File: config.mk
export PLATFORM = sky130hd
export DESIGN_NAME = trng_bit_collector_flat
export DESIGN_NICKNAME = d
export VERILOG_FILES = /design/src/rtl/trng_bit_collector_if.sv /design/src/rtl/trng_bit_collector.sv /design/src/flat_wrapper.sv
export SDC_FILE = /design/constraint.sdc
export NUM_CORES = 1
export LEC_CHECK = 0
export CAP_MARGIN = 10
export CORE_MARGIN = 3
export CORE_UTILIZATION = 53
export CTS_BUF_LIST = sky130_fd_sc_hd__clkbuf_16
export CTS_CLUSTER_DIAMETER = 150
export DETAILED_ROUTE_END_ITERATION = 10
export PLACE_DENSITY = 0.75
export SLEW_MARGIN = 20
export SYNTH_ARGS = -nofsm -noshare
export SYNTH_HDL_FRONTEND = slang
export SYNTH_SLANG_ARGS = --single-unit
export TNS_END_PERCENT = 50
File: constraint.sdc
create_clock -name clk -period 2.6 [get_ports clk]
set_clock_uncertainty 0.2 [all_clocks]
set_input_delay 0.39 -clock clk [delete_from_list [all_inputs] [get_ports clk]]
set_output_delay 0.39 -clock clk [all_outputs]
set_load 0.1 [all_outputs]
File: src/rtl/trng_bit_collector_if.sv
// Output handshake bundle for trng_bit_collector: assembled word plus valid/ready.
interface trng_bit_collector_if #(
  parameter int WORD_W = 8
);
  logic [WORD_W-1:0] data_out;
  logic              data_valid;
  logic              data_ready;

  modport master (output data_out, output data_valid, input data_ready);
  modport slave  (input data_out, input data_valid, output data_ready);
endinterface

File: src/rtl/trng_bit_collector.sv
// TRNG raw-bit collector: 2-flop sync, programmable sample divider,
// von Neumann debias, word packing and a valid/ready holding register.
// Optional repetition-count health test is built when TRNG_HEALTH_EN is defined.
module trng_bit_collector #(
  parameter int SAMPLE_DIV = 16,
  parameter int WORD_W     = 8,
  parameter int REP_LIMIT  = 32
) (
  input  logic                  clk,
  input  logic                  rst,
  input  logic                  en,
  input  logic                  raw_bit,
  trng_bit_collector_if.master  dif,
  output logic                  overflow,
  output logic                  health_fail
);
  localparam int DW = (SAMPLE_DIV > 2) ? $clog2(SAMPLE_DIV) : 1;
  localparam int BW = (WORD_W > 2) ? $clog2(WORD_W) : 1;

  localparam logic [0:0] IDLE   = 1'b0;
  localparam logic [0:0] HAVE_A = 1'b1;

  logic [1:0]        sync_q;
  logic [DW-1:0]     div_q, div_d;
  logic [0:0]        state_q, state_d;
  logic              a_q, a_d;
  logic [WORD_W-1:0] shift_q, shift_d;
  logic [BW-1:0]     bit_cnt_q, bit_cnt_d;
  logic [WORD_W-1:0] dout_q, dout_d;
  logic              dv_q, dv_d;
  logic              ovf_q, ovf_d;

  logic raw_s, strobe, emit, word_done, xfer, hf_w;

  assign raw_s     = sync_q[1];
  // Gating with en also drops a strobe landing in the cycle en falls.
  assign strobe    = en & (div_q == DW'(SAMPLE_DIV - 1));
  assign emit      = strobe & (state_q == HAVE_A) & (a_q != raw_s);
  assign word_done = emit & (bit_cnt_q == BW'(WORD_W - 1));
  assign xfer      = dv_q & dif.data_ready;

  // Two-flop synchronizer for the free-running oscillator output
  always_ff @(posedge clk or posedge rst) begin
    if (rst) sync_q <= '0;
    else     sync_q <= {sync_q[0], raw_bit};
  end

  // Next-state for divider, von Neumann FSM, packer and holding register
  always_comb begin
    div_d     = div_q;
    state_d   = state_q;
    a_d       = a_q;
    shift_d   = shift_q;
    bit_cnt_d = bit_cnt_q;
    dout_d    = dout_q;
    dv_d      = dv_q & ~xfer;
    ovf_d     = ovf_q;

    if (!en) begin
      div_d     = '0;
      state_d   = IDLE;
      shift_d   = '0;
      bit_cnt_d = '0;
    end else begin
      div_d = strobe ? '0 : div_q + DW'(1);
      if (strobe) begin
        if (state_q == IDLE) begin
          a_d     = raw_s;
          state_d = HAVE_A;
        end else begin
          state_d = IDLE;
        end
      end
      if (emit) begin
        shift_d   = {a_q, shift_q[WORD_W-1:1]};
        bit_cnt_d = word_done ? '0 : bit_cnt_q + BW'(1);
      end
    end

    // A completed word either lands in a free holding register or is dropped;
    // once the health test trips, words vanish silently.
    if (word_done && !hf_w) begin
      if (!dv_q || xfer) begin
        dout_d = shift_d;
        dv_d   = 1'b1;
      end else begin
        ovf_d  = 1'b1;
      end
    end
  end

  // Collector state registers
  always_ff @(posedge clk or posedge rst) begin
    if (rst) begin
      div_q     <= '0;
      state_q   <= IDLE;
      a_q       <= 1'b0;
      shift_q   <= '0;
      bit_cnt_q <= '0;
      dout_q    <= '0;
      dv_q      <= 1'b0;
      ovf_q     <= 1'b0;
    end else begin
      div_q     <= div_d;
      state_q   <= state_d;
      a_q       <= a_d;
      shift_q   <= shift_d;
      bit_cnt_q <= bit_cnt_d;
      dout_q    <= dout_d;
      dv_q      <= dv_d;
      ovf_q     <= ovf_d;
    end
  end

`ifdef TRNG_HEALTH_EN
  localparam int RW = $clog2(REP_LIMIT + 1);

  logic [RW-1:0] rep_q, rep_d;
  logic          last_q;
  logic          hf_q;

  // rep_q==0 means no sample seen yet, so the first sample starts a run of 1
  always_comb begin
    if (rep_q == '0 || raw_s != last_q) rep_d = RW'(1);
    else if (rep_q == RW'(REP_LIMIT))   rep_d = rep_q;
    else                                rep_d = rep_q + RW'(1);
  end

  // Repetition-count test on every raw sample; failure is sticky
  always_ff @(posedge clk or posedge rst) begin
    if (rst) begin
      rep_q  <= '0;
      last_q <= 1'b0;
      hf_q   <= 1'b0;
    end else if (strobe) begin
      rep_q  <= rep_d;
      last_q <= raw_s;
      if (rep_d == RW'(REP_LIMIT)) hf_q <= 1'b1;
    end
  end

  assign hf_w = hf_q;
`else
  assign hf_w = 1'b0;
`endif

  assign health_fail    = hf_w;
  assign overflow       = ovf_q;
  assign dif.data_out   = dout_q;
  assign dif.data_valid = dv_q;
endmodule
File: src/flat_wrapper.sv
// flat-port wrapper written by rule: the top's interface ports become plain ports
module trng_bit_collector_flat 
#(
  parameter int SAMPLE_DIV = 16,
  parameter int WORD_W     = 8,
  parameter int REP_LIMIT  = 32
)
  (clk, rst, en, raw_bit, overflow, health_fail, dif_data_out, dif_data_valid, dif_data_ready);
  trng_bit_collector_if #(.WORD_W(WORD_W)) dif_i ();
  input  logic clk;
  input  logic rst;
  input  logic en;
  input  logic raw_bit;
  output logic overflow;
  output logic health_fail;
  output wire logic [$bits(dif_i.data_out)-1:0] dif_data_out;
  output wire logic [$bits(dif_i.data_valid)-1:0] dif_data_valid;
  input wire logic [$bits(dif_i.data_ready)-1:0] dif_data_ready;
  assign dif_data_out = dif_i.data_out;
  assign dif_data_valid = dif_i.data_valid;
  assign dif_i.data_ready = dif_data_ready;
  trng_bit_collector #(.SAMPLE_DIV(SAMPLE_DIV), .WORD_W(WORD_W), .REP_LIMIT(REP_LIMIT)) u_core (.clk(clk), .rst(rst), .en(en), .raw_bit(raw_bit), .dif(dif_i), .overflow(overflow), .health_fail(health_fail));
endmodule
==> impl_results.md <==
- Place WS: 510 ps
- Leak Pwr: 0.782 nW
- Cell Chain, Critical Path: ha_1 -> and4_4 -> and4_4 -> mux2_4
- Post-synth EDFFs: 0
- Max-Cap Viols: 0
- Antenna diodes: 0
- Final hold viol count: 0
- Avg Cell Area, Syn: 12.6 sq um
- WL/cell: 13.9 um
- Crit start category: flop
- Post-synthesis sequential area ratio: 56.0%
- Post-route setup slack: 723 ps
- GPL Wtd Cong: 0.728
- Fin util: 69.2%
- Mapped Cells: 99
- Total GRT Usage: 16.0%
- CP endpoint kind: flop
- Worst skew pair latency: 260 ps
- Final min period: 1880 ps
- Yosys warns: 0
- Ratio of cells with drive above 1 in the final layout: 25.2%
- DIE AREA: 2980 sq um
- Post-synth top flop: dfrtp_1
- Die X: 54.6 um
- Syn Nets: 107
- # Post-CTS Setup Buffers: 0
- Top-level I/O count: 16
- Placed inst area: 1380 sq um
- CTS tree: built
- CTS sink count: 28
- Port bufs: 14
- Remaining Overflow, GRT: 0
- Vias in the first global route: 742
- Slew Limit Fails: 0
- Post-CTS sizing: 0
- Hold_buf cts: 0
- Via density: 5.15
- Max VDD drop: 0.000422 V
- Core Area: 2100 sq um
- Setup TNS Final: 0 ps
- Outcome: completed
- Number of routed nets with antenna violations: 0
- GR peak layer: met2
- # nets final: 124
- Total vias in the final route: 731
- Worst Path Arrival: 1820 ps
- Pin count of the biggest net entering global routing: 29
- Final worst path period share: 72.2%
- H-tree level count: 1
- Peak Freq: 533 MHz
- Top cells by count, synth: 28 x dfrtp_1, 13 x nand2_1, 10 x mux2i_1
- Ranking of synthesized cells by area: dfrtp_1 56%, mux2_4 9.6%, mux2i_1 8.0%
- Initial Utilization: 59.5%
- Number of setup violations in the final report: 0
- Ys async rst share: 100%
- Unrepaired setup endpoints after global routing: no
- Syn-to-layout area delta: 16.3%
- HPWL Detailed: 1.33 mm
- Met1 usage: 20.4%
- DRC Markers: 0
- Clk root buf: clkbuf_16
- #FFs+latches synth: 28
- Final instance area: 1460 sq um
- DR pass1 iterations: 2
- Synth area leader: dfrtp_1
- CP max FO: 8
- Drt total wl: 1.97 mm
- Worst hold path type: flop to flop
- Site Rows: 16
- Worst-path clk slew: 60 ps
- CP max-delay cell: dfrtp_1
- CTS Buf Count: 3
- Count leader, synth: dfrtp_1
- Pwr dens: 566 nW/um^2
- Crit-path max cell delay: 400 ps
- CP dominant cell by count: and4_4
- Die Ht: 54.6 um
- M2 GR Usage: 24.2%
- CTS max path bufs: 2
- Worst EP required: 2550 ps
- Iter 0 DRT Violations: 4
- Synth Cell Area: 1250 sq um
- Met3 Use GR: 3.81%
- First-pass GRT wire length: 3.23 mm
- Synth top area share: 56.0%
- Critical setup path kind: flop to flop
- Yosys cell types: 24
- Initial antenna violation count: 0
==> path summary, 6_finish.rpt <==
check / from / endpoint / slack (ps) / cells past startpoint
min: u_core.sync_q[0] / u_core.sync_q[1] / 150 / 0
min in group asynchronous: rst / u_core.shift_q[6] / 280 / 3
max reg2reg: u_core.div_q[0] / u_core.dif.data_out[7] / 720 / 4
max in group asynchronous: rst / u_core.overflow / 1660 / 3
max: u_core.div_q[0] / u_core.dif.data_out[7] / 720 / 4
min reg2reg: u_core.sync_q[0] / u_core.sync_q[1] / 150 / 0
==> worst max-delay path: cells and delay by family, from the launching register on <==
kind	cells	cell delay (ps)
adders and majority gates	1	260
muxes	1	320
and+or+nand+nor	2	590
DFF	1	400
==> area by class of cell <==
| type | instances | area [sq um] |
|---|---|---|
| Tap cell | 27 | 33.8 |
| Fill cell | 166 | 647 |
| Inverter | 9 | 33.8 |
| Multi-Input combinational cell | 57 | 470 |
| Timing Repair Buffer | 17 | 138 |
| Clock buffer | 3 | 75.1 |
| Clock inverter | 1 | 3.75 |
| Sequential cell | 28 | 701 |
==> cell families (layout without fill, tap and decap cells) <==
kind of cell	count (synthesis)	in the layout	synth area share (%)
simple gates	28	28	11.8
other cells	1	1	0.300
flops	28	28	56.0
buf+inv	14	30	6.40
compound gates	3	3	1.90
mux	19	19	18.5
xor+xnor	3	3	2.10
fa+ha+maj	3	3	3.00
==> placed cells by master (no fill, tap or decap), drive strengths merged <==
cell type	count
nor3b	1
xor2	2
xnor2	1
o221a	1
mux2	9
conb	1
nand2	13
clkbuf	3
mux2i	10
a21oi	1
dfrtp	28
buf	13
and2	3
and4	2
clkdlybuf4s50	4
ha	3
nand3	3
and3	2
o21bai	1
nor2	1
or2	1
clkinv	1
nand2b	2
inv	9
==> report_power, final <==
part	leakage [nW]	internal (W)	switching, W
combinational	0.359	0.0000123	0.0000227
clock	0.0385	0.000206	0.000137
sequential	0.384	0.000441	0.00000466
==> layer usage <==
layer / up-vias / routed length, um / share of wire, %
li1: 352 / - / -
met1: 361 / 891 / 45
met2: 13 / 972 / 49
met3: 5 / 66 / 3.3
met4: 0 / 42 / 2.1
met5: - / 0 / 0
==> state kept, by name (all words and copies together) (netlist names) <==
| name | count |
|---|---|
| u_core.a_q | 1 |
| u_core.bit_cnt_q | 3 |
| u_core.dif.data_out | 8 |
| u_core.dif.data_valid | 1 |
| u_core.div_q | 4 |
| u_core.overflow | 1 |
| u_core.shift_q | 7 |
| u_core.state_q | 1 |
| u_core.sync_q | 2 |
==> stage by stage <==
step	total power [W]	instances	hold slack (ps)
5_1_grt	0.000849	142	160
6_report	0.000823	142	148
3_5_place_dp	0.000490	138	135
2_1_floorplan	0.000478	99	131
4_1_cts	0.000831	142	149
3_3_place_gp	0.000488	138	136
Note: power is estimated with default switching activity, not from simulation.
